$ cat config.mk
export PLATFORM = sky130hd
export DESIGN_NAME = if_stage_flat
export DESIGN_NICKNAME = d
export VERILOG_FILES = /design/src/rtl/if_stage_if.sv /design/src/rtl/if_stage.sv /design/src/flat_wrapper.sv
export SDC_FILE = /design/constraint.sdc
export NUM_CORES = 1
export LEC_CHECK = 0
export BUFFER_PORTS_ARGS = -buffer_cell sky130_fd_sc_hd__buf_4
export CAP_MARGIN = 0
export CELL_PAD_IN_SITES_DETAIL_PLACEMENT = 0
export CELL_PAD_IN_SITES_GLOBAL_PLACEMENT = 1
export CORE_MARGIN = 10
export CORE_UTILIZATION = 39
export DETAILED_ROUTE_END_ITERATION = 8
export PLACE_DENSITY_LB_ADDON = 0.1
export SLEW_MARGIN = 10
export SYNTH_ARGS = -nofsm -noshare
export SYNTH_HDL_FRONTEND = slang
export SYNTH_SLANG_ARGS = --single-unit
$ cat constraint.sdc
create_clock -name clk -period 5.5 [get_ports clk]
set_input_delay 0.275 -clock clk [delete_from_list [all_inputs] [get_ports clk]]
set_output_delay 0.275 -clock clk [all_outputs]
set_load 0.005 [all_outputs]
$ cat src/rtl/if_stage_if.sv
// Fetch-stage bundle: ROM request/response, decode-side presentation and redirects.
// Handshakes: a ROM request is taken when if_rom_req_o & rom_gnt_i at a rising edge;
// an instruction is consumed when if_valid_o & id_ready_i at a rising edge.
// if_valid_o never waits on id_ready_i.
interface if_stage_if;
  logic        if_rom_req_o;
  logic [31:0] if_rom_addr_o;
  logic        rom_gnt_i;
  logic        rom_rvalid_i;
  logic [31:0] rom_inst_i;

  logic        if_valid_o;
  logic [31:0] if_pc_o;
  logic [31:0] if_inst_o;
  logic        id_ready_i;

  logic        ex_ins_flush_i;
  logic [31:0] ex_redirect_pc_i;
  logic        id_jump_i;
  logic [31:0] id_jump_pc_i;

  modport master (
    output if_rom_req_o, if_rom_addr_o, if_valid_o, if_pc_o, if_inst_o,
    input  rom_gnt_i, rom_rvalid_i, rom_inst_i, id_ready_i,
           ex_ins_flush_i, ex_redirect_pc_i, id_jump_i, id_jump_pc_i
  );

  modport slave (
    input  if_rom_req_o, if_rom_addr_o, if_valid_o, if_pc_o, if_inst_o,
    output rom_gnt_i, rom_rvalid_i, rom_inst_i, id_ready_i,
           ex_ins_flush_i, ex_redirect_pc_i, id_jump_i, id_jump_pc_i
  );
endinterface

$ cat src/rtl/if_stage.sv
// Instruction fetch: PC, credit-limited ROM requests, response queue, redirect/drop.
// Define IF_BYPASS_EN to let a response reach the outputs in its arrival cycle.
module if_stage #(
  parameter logic [31:0] RESET_PC = 32'h0000_0000,
  parameter int          IQ_DEPTH = 2
) (
  input logic        clk,
  input logic        rst_n,
  if_stage_if.master bus
);
  localparam int PW = (IQ_DEPTH > 1) ? $clog2(IQ_DEPTH) : 1;
  localparam int CW = PW + 1;
  typedef logic [CW-1:0] cnt_t;
  localparam cnt_t DEPTH_CNT = cnt_t'(IQ_DEPTH);

  logic [31:0]   fetch_pc;
  logic [31:0]   rsp_pc;
  cnt_t          outstanding;
  cnt_t          drop_cnt;
  cnt_t          count;
  logic [PW-1:0] rd_ptr;
  logic [PW-1:0] wr_ptr;
  logic [31:0]   q_pc   [IQ_DEPTH];
  logic [31:0]   q_inst [IQ_DEPTH];

  logic        redirect;
  logic [31:0] target;
  logic [CW:0] in_use;
  logic        credit_ok;
  logic        req;
  logic        grant;
  logic        rsp_drop;
  logic        rsp_keep;
  logic        bypass_hit;
  logic        bypass_take;
  logic        push;
  logic        pop;

  assign redirect = bus.ex_ins_flush_i | bus.id_jump_i;
  assign target   = bus.ex_ins_flush_i ? bus.ex_redirect_pc_i : bus.id_jump_pc_i;

  // Credits cover both queued and in-flight entries, so a push always has room.
  assign in_use    = {1'b0, outstanding} + {1'b0, count};
  assign credit_ok = in_use < {1'b0, DEPTH_CNT};
  assign req       = rst_n & ~redirect & credit_ok;
  assign grant     = req & bus.rom_gnt_i;

  assign rsp_drop = bus.rom_rvalid_i & (drop_cnt != '0);
  assign rsp_keep = bus.rom_rvalid_i & (drop_cnt == '0) & ~redirect;

`ifdef IF_BYPASS_EN
  assign bypass_hit  = rsp_keep & (count == '0);
  assign bypass_take = bypass_hit & bus.id_ready_i;
`else
  assign bypass_hit  = 1'b0;
  assign bypass_take = 1'b0;
`endif

  assign push = rsp_keep & ~bypass_take;
  assign pop  = (count != '0) & bus.id_ready_i & ~redirect;

  assign bus.if_rom_req_o  = req;
  assign bus.if_rom_addr_o = fetch_pc;

  always_comb begin
    bus.if_valid_o = 1'b0;
    bus.if_pc_o    = 32'h0;
    bus.if_inst_o  = 32'h0;
    if (count != '0) begin
      bus.if_valid_o = 1'b1;
      bus.if_pc_o    = q_pc[rd_ptr];
      bus.if_inst_o  = q_inst[rd_ptr];
    end else if (bypass_hit) begin
      bus.if_valid_o = 1'b1;
      bus.if_pc_o    = rsp_pc;
      bus.if_inst_o  = bus.rom_inst_i;
    end
  end

  always_ff @(posedge clk or negedge rst_n) begin
    if (!rst_n) begin
      fetch_pc    <= RESET_PC;
      rsp_pc      <= RESET_PC;
      outstanding <= '0;
      drop_cnt    <= '0;
      count       <= '0;
      rd_ptr      <= '0;
      wr_ptr      <= '0;
    end else begin
      outstanding <= outstanding + cnt_t'(grant) - cnt_t'(bus.rom_rvalid_i);
      if (redirect) begin
        // Every response still in flight after this edge belongs to the old path.
        fetch_pc <= target;
        rsp_pc   <= target;
        drop_cnt <= outstanding - cnt_t'(bus.rom_rvalid_i);
        count    <= '0;
        rd_ptr   <= '0;
        wr_ptr   <= '0;
      end else begin
        if (grant)    fetch_pc <= fetch_pc + 32'd4;
        if (rsp_keep) rsp_pc   <= rsp_pc + 32'd4;
        if (rsp_drop) drop_cnt <= drop_cnt - cnt_t'(1);
        if (push)     wr_ptr   <= wr_ptr + PW'(1);
        if (pop)      rd_ptr   <= rd_ptr + PW'(1);
        count <= count + cnt_t'(push) - cnt_t'(pop);
      end
    end
  end

  always_ff @(posedge clk) begin
    if (push) begin
      q_pc[wr_ptr]   <= rsp_pc;
      q_inst[wr_ptr] <= bus.rom_inst_i;
    end
  end

  a_drop_le_out: assert property (@(posedge clk) disable iff (!rst_n)
    drop_cnt <= outstanding);
  a_no_overflow: assert property (@(posedge clk) disable iff (!rst_n)
    !(push && !pop && (count == DEPTH_CNT)));
endmodule

$ cat src/flat_wrapper.sv
// flat-port wrapper written by rule: the top's interface ports become plain ports
module if_stage_flat 
#(
  parameter logic [31:0] RESET_PC = 32'h0000_0000,
  parameter int          IQ_DEPTH = 2
)
  (clk, rst_n, bus_if_rom_req_o, bus_if_rom_addr_o, bus_if_valid_o, bus_if_pc_o, bus_if_inst_o, bus_rom_gnt_i, bus_rom_rvalid_i, bus_rom_inst_i, bus_id_ready_i, bus_ex_ins_flush_i, bus_ex_redirect_pc_i, bus_id_jump_i, bus_id_jump_pc_i);
  if_stage_if bus_i ();
  input logic clk;
  input logic rst_n;
  output wire logic [$bits(bus_i.if_rom_req_o)-1:0] bus_if_rom_req_o;
  output wire logic [$bits(bus_i.if_rom_addr_o)-1:0] bus_if_rom_addr_o;
  output wire logic [$bits(bus_i.if_valid_o)-1:0] bus_if_valid_o;
  output wire logic [$bits(bus_i.if_pc_o)-1:0] bus_if_pc_o;
  output wire logic [$bits(bus_i.if_inst_o)-1:0] bus_if_inst_o;
  input wire logic [$bits(bus_i.rom_gnt_i)-1:0] bus_rom_gnt_i;
  input wire logic [$bits(bus_i.rom_rvalid_i)-1:0] bus_rom_rvalid_i;
  input wire logic [$bits(bus_i.rom_inst_i)-1:0] bus_rom_inst_i;
  input wire logic [$bits(bus_i.id_ready_i)-1:0] bus_id_ready_i;
  input wire logic [$bits(bus_i.ex_ins_flush_i)-1:0] bus_ex_ins_flush_i;
  input wire logic [$bits(bus_i.ex_redirect_pc_i)-1:0] bus_ex_redirect_pc_i;
  input wire logic [$bits(bus_i.id_jump_i)-1:0] bus_id_jump_i;
  input wire logic [$bits(bus_i.id_jump_pc_i)-1:0] bus_id_jump_pc_i;
  assign bus_if_rom_req_o = bus_i.if_rom_req_o;
  assign bus_if_rom_addr_o = bus_i.if_rom_addr_o;
  assign bus_if_valid_o = bus_i.if_valid_o;
  assign bus_if_pc_o = bus_i.if_pc_o;
  assign bus_if_inst_o = bus_i.if_inst_o;
  assign bus_i.rom_gnt_i = bus_rom_gnt_i;
  assign bus_i.rom_rvalid_i = bus_rom_rvalid_i;
  assign bus_i.rom_inst_i = bus_rom_inst_i;
  assign bus_i.id_ready_i = bus_id_ready_i;
  assign bus_i.ex_ins_flush_i = bus_ex_ins_flush_i;
  assign bus_i.ex_redirect_pc_i = bus_ex_redirect_pc_i;
  assign bus_i.id_jump_i = bus_id_jump_i;
  assign bus_i.id_jump_pc_i = bus_id_jump_pc_i;
  if_stage #(.RESET_PC(RESET_PC), .IQ_DEPTH(IQ_DEPTH)) u_core (.clk(clk), .rst_n(rst_n), .bus(bus_i));
endmodule
==> results of run 1 <==
per-layer routing:
layer	vias to the layer above	wire (um)
met5	-	0
met2	231	12500
met1	3515	12600
met3	16	1780
met4	0	251
li1	3478	-
placed cells by master, fill, tap and decap left out, types with 5 or more instances in the layout:
cell and n:
buf_4 207, o21ai_0 44, o21ai_1 5, nand2_1 66, inv_8 5, dfrtp_1 71, and3_1 16, a211oi_1 6
clkbuf_16 17, nand4_1 17, and4_1 6, nor4_1 9, mux2i_1 65, xnor2_1 13, and2_1 12, nor2_1 112
xor2_1 8, o22a_1 5, nor3_1 14, inv_6 5, inv_1 18, o21a_1 6, nand2b_1 6, edfxtp_1 128
nand3_1 25, a31oi_1 16, a21oi_1 66, dlygate4sd3_1 5, ha_1 7
registers in the layout, summed over array words and instances, names as in the netlist:
register	flops
u_core.wr_ptr	1
u_core.rsp_pc	32
u_core.drop_cnt	2
u_core.rd_ptr	1
u_core.bus.if_rom_addr_o	32
u_core.q_pc	64
u_core.count	2
u_core.q_inst	64
u_core.outstanding	2
power breakdown:
group          switching (mW)  internal (mW)  total, mW
registers               0.107           1.71       1.81
clock network           0.625          0.662       1.29
logic                   0.258          0.210      0.468
total                   0.990           2.58       3.57
cell type report:
class                   instances  area [sq um]
clock inverters                15           186
clock buffers                  17           425
fillers                      2205         11700
repair buffers                212          1600
multi-input cells             582          3570
inverters                      18          67.6
well taps                     319           399
flip-flops and latches        200          5650
cells by family after synthesis:
kind of cell,Yosys count
and+or+nand+nor,307
DFF,200
AOI/OAI and AO/OA,181
muxes,65
buffers and inverters,60
xor gates and xnor gates,21
adders and majority gates,8
how the worst max path moves through the flow:
stage	from	endpoint	depth (start not counted)
after floorplan	bus_ex_ins_flush_i	u_core.q_inst[0][0]	6
after global placement	u_core.drop_cnt[0]	u_core.q_pc[1][3]	5
after detailed placement	u_core.drop_cnt[0]	u_core.q_pc[1][2]	5
after CTS	u_core.drop_cnt[0]	u_core.q_pc[1][28]	5
after global routing	u_core.drop_cnt[0]	u_core.q_pc[1][23]	5
final	u_core.drop_cnt[0]	u_core.q_pc[1][23]	5
stage by stage:
stage | instances | worst slack, ns | utilization (%) | hold slack (ns) | cell area (sq um)
after floorplan | 842 | 1.32 | - | -0.0206 | 9430
after global placement | 1326 | 2.53 | 47.6 | 0.272 | 11200
after detailed placement | 1326 | 2.49 | 47.6 | 0.278 | 11200
after CTS | 1359 | 2.47 | 50.2 | 0.00196 | 11900
after global routing | 1363 | 2.32 | 50.4 | 0.00337 | 11900
final | 1363 | 2.54 | 50.4 | 0.0176 | 11900
worst max-delay path, stage by stage, from the launching register on:
cell     delay, ns
dfrtp_1       0.40
inv_1         0.06
ha_1          0.16
and2_1        0.56
and3_2        0.90
buf_4         0.49
timing repair:
| item | 4_1_cts | 5_1_grt |
|---|---|---|
| hold buffers | 1 | 4 |
| endpoints found under the setup margin | 0 | 0 |
| endpoints found under the hold margin | 31 | 7 |
==> out/results.txt, run 1 <==
IO Count - 201
Hold EP - u_core.q_inst[0][7]
Tmin final - 2.96 ns
largest net degree at the start of global routing - 66
number of port buffers - 200
Synth Area in Compound Gates - 11.6%
Fin Setup TNS - 0 ns
post-synthesis mux area share - 6.90%
DRT iter0 DRCs - 412
reg2reg setup slack - 2.54 ns
run status - finished clean
Synth Warn # - 0
worst hold path depth - 1
synth unique cells - 61
mapped cell area - 9430 sq um
clock slew at reported path FFs - 0.09 ns
cts repair resizes - 0
Top FF cell, synth - edfxtp_1
antenna violations before repair - 0
nets - 1142
final WL - 27100 um
final slew viol count - 0
Die ar. - 30800 sq um
Slew HR - 27.6%
post-DP HPWL - 19300 um
Final period util - 53.8%
TritonCTS clock tree - yes
Synth Area in Simple Gates - 16.0%
Final GP Congestion - 0.861
GR Layer Usage met1 - 24.3%
htree depth - 4
EDFF count, synth - 128
Root Driver - clkbuf_16
layout cell share with drive strength beyond 1 - 24.5%
Setup crit end kind - register
critical path class - register to register
die height - 175 um
Power Density - 300 nW/um^2
syn nets - 953
Min-Delay Path Class - primary input to register
GRT busiest layer - met2
worst path arrival time - 3.05 ns
Synth top cells by count - 128 x edfxtp_1, 113 x nor2_1, 72 x dfrtp_1, 66 x a21oi_1, 66 x nand2_1
R2R depth - 5
Max VDD drop - 0.171 mV
vias in the first global route - 7319
RSZ-0062 raised after global routing - false
post-synth top area share - 40.8%
Setup crit start kind - register
Max-Cap Viols - 0
GR Util All Layers - 17.6%
Hold Startpoint - bus_rom_inst_i[7]
Mapped Cells - 842
Avg Inst Size Synth - 11.2 sq um
main combinational cell family by area after synthesis - simple AND/OR/NAND/NOR gates
DRT antenna net count - 0
FF-to-FF End - u_core.q_pc[1][23]
number of diodes - 0
DRC viols - 0
Critical R2R Launch - u_core.drop_cnt[0]
via count - 7240
critical path peak fanout - 37
Layout area overhead - 26.2%
Yosys top cell by area - edfxtp_1
core area - 23600 sq um
endpoints failing hold - 0
Clk Latency, worst-skew pair - 0.44 ns
Rows - 56
starting density of the core - 39.9%
GR Util met3 - 4.65%
routed length per instance - 19.9 um
setup violators final - 0
M2 GR Usage - 27.2%
Post-CTS Setup Bufs - 0
register area share after synthesis - 59.9%
skew final - 0.0156 ns
first-pass GRT wire length - 43100 um
top post-synthesis cells by area - edfxtp_1 41%, dfrtp_1 19%, mux2i_1 6.9%
Yosys reg bits - 200
count leader, synth - edfxtp_1
Synth Area in XOR/XNOR - 1.95%
CP required - 5.59 ns
Worst-Margin Slew - 1.09 ns
max frequency - 338 MHz
Pwr Total - 3.57 mW
Die W - 175 um
Vias per Instance - 5.31
drt first pass iters - 5
global route total overflow - 0
CTS max path bufs - 2
total CTS buffers - 17
clk sinks - 200
Synth Area in Adders - 1.14%
Async SR Flop Fraction - 36.0%
Lkg Pwr - 4.60 nW
Note: power is estimated with default switching activity, not from simulation.
==> run 2: changes to the inputs <==
==> constraint.sdc (replaced) <==
create_clock -name clk -period 2.5 [get_ports clk]
set_input_delay 0.125 -clock clk [delete_from_list [all_inputs] [get_ports clk]]
set_output_delay 0.125 -clock clk [all_outputs]
set_load 0.005 [all_outputs]
==> run 2 against run 1 <==
  * Hold slack worse by 0.0030 ns
  * Largest cell class unchanged
  * Critical path depth is 3 higher
  * Via count is 3.4% higher
  * Highest routed layer unchanged
  * Flip-flop and latch count stayed put
  * Largest power group unchanged
==> out/results.txt, run 2 (synthesis gave the netlist of run 1 again) <==
DRT iter0 DRCs - 487
DRC viols - 0
Max VDD drop - 0.363 mV
CP required - 2.80 ns
Lkg Pwr - 4.92 nW
Final period util - 94.7%
Layout area overhead - 33.2%
Rows - 56
worst path arrival time - 2.66 ns
via count - 7487
Setup crit end kind - register
Clk Latency, worst-skew pair - 0.44 ns
CP max-delay cell - fa_1
clk sinks - 200
number of diodes - 0
core area - 23600 sq um
GR Util All Layers - 18.1%
first-pass GRT wire length - 44000 um
largest net degree at the start of global routing - 65
TritonCTS clock tree - yes
Top Registers - u_core.q_inst: 64 flops, u_core.q_pc: 64 flops
most frequent cells in the layout - 232 x buf_4, 128 x edfxtp_1, 112 x nor2_1
IO Count - 201
endpoints failing hold - 0
drt first pass iters - 5
DRT antenna net count - 0
Slew HR - 47.6%
setup violators final - 0
critical path class - register to register
Die ar. - 30800 sq um
vias in the first global route - 7576
dpl cell area - 11500 sq um
Power Density - 631 nW/um^2
routed length per instance - 19.5 um
RSZ-0062 raised after global routing - true
max frequency - 422 MHz
CTS max path bufs - 2
delay-heaviest family, CP - simple AND/OR/NAND/NOR gates
Setup crit start kind - register
clock slew at reported path FFs - 0.08 ns
Fin Setup TNS - 0 ns
Pwr Total - 7.92 mW
nets - 1209
layout cell share with drive strength beyond 1 - 25.9%
antenna violations before repair - 0
Worst-Margin Slew - 0.778 ns
critical path peak fanout - 8
commonest non-fill, non-tap cell in the layout - buf_4
final worst slack - 0.132 ns
Post-CTS Setup Bufs - 0
starting density of the core - 39.9%
global route total overflow - 0
skew final - 0.0118 ns
Die W - 175 um
run status - finished clean
design area - 12600 sq um
post-DP HPWL - 20200 um
reg2reg setup slack - 0.13 ns
worst path bufs/invs - 1
Max-Cap Viols - 0
final WL - 27900 um
CP max stage delay - 0.44 ns
die height - 175 um
Tmin final - 2.37 ns
Min-Delay Path Class - primary input to register
number of port buffers - 200
Place WS - 0.0955 ns
final slew viol count - 0
htree depth - 4
total CTS buffers - 17
worst path cell trace - inv_1, nor2_1, fa_1, and4bb_4, nand4_1, nor4_1, xnor2_1, o21ai_1
Final GP Congestion - 0.899
Root Driver - clkbuf_16
Worst Hold Margin - 0.0146 ns
Vias per Instance - 5.24
## run 2: layout make-up
class	count	area (sq um)
inverter	18	67.6
multi-input combinational	582	3580
tap	319	399
fill	2124	11100
clock inverter	15	165
timing repair buffer	279	2260
sequential	200	5650
clock buffer	17	425
## run 2: routing by layer
layer / track usage (%) / part of all wire (%) / vias up
met5: 0 / 0 / -
met4: 5.72 / 1.8 / 0
li1: - / - / 3601
met2: 28.3 / 47 / 231
met3: 4.35 / 6.4 / 35
met1: 24.3 / 45 / 3620
## run 2: final timing paths
| check | from | endpoint | depth (start not counted) |
|---|---|---|---|
| min in group asynchronous | rst_n | u_core.outstanding[0] | 2 |
| min | bus_id_jump_pc_i[1] | u_core.bus.if_rom_addr_o[1] | 3 |
| max in group asynchronous | rst_n | u_core.rsp_pc[22] | 4 |
| max | u_core.count[0] | u_core.bus.if_rom_addr_o[31] | 8 |
| min reg2reg | u_core.rsp_pc[26] | u_core.q_pc[0][26] | 0 |
| max reg2reg | u_core.count[0] | u_core.bus.if_rom_addr_o[31] | 8 |
## run 2: power breakdown
part | internal, mW | switching (mW) | total (mW)
combinational | 0.557 | 0.614 | 1.17
clock | 1.36 | 1.42 | 2.78
sequential | 3.75 | 0.218 | 3.97
total | 5.67 | 2.25 | 7.92
## run 2: metrics by stage
stage | std cells | utilization (%)
6_report | 1430 | 53.2
4_1_cts | 1430 | 53.1
2_1_floorplan | 842 | -
3_3_place_gp | 1356 | 48.8
5_1_grt | 1430 | 53.2
3_5_place_dp | 1356 | 48.8
## run 2: worst reg2reg max path, delay by kind of cell (launching register included)
family,cells,cell delay (ns)
AOI/OAI and AO/OA,1,0.07
xor gates and xnor gates,1,0.16
adders and majority gates,1,0.44
buffers and inverters,1,0.07
DFF,1,0.40
and+or+nand+nor,4,1.08
## run 2: what timing repair did
action / in CTS / in global routing
endpoints found under the hold margin: 118 / 0
hold buffers: 42 / 0
setup endpoints to repair: 0 / 9
gates resized for setup: 0 / 3
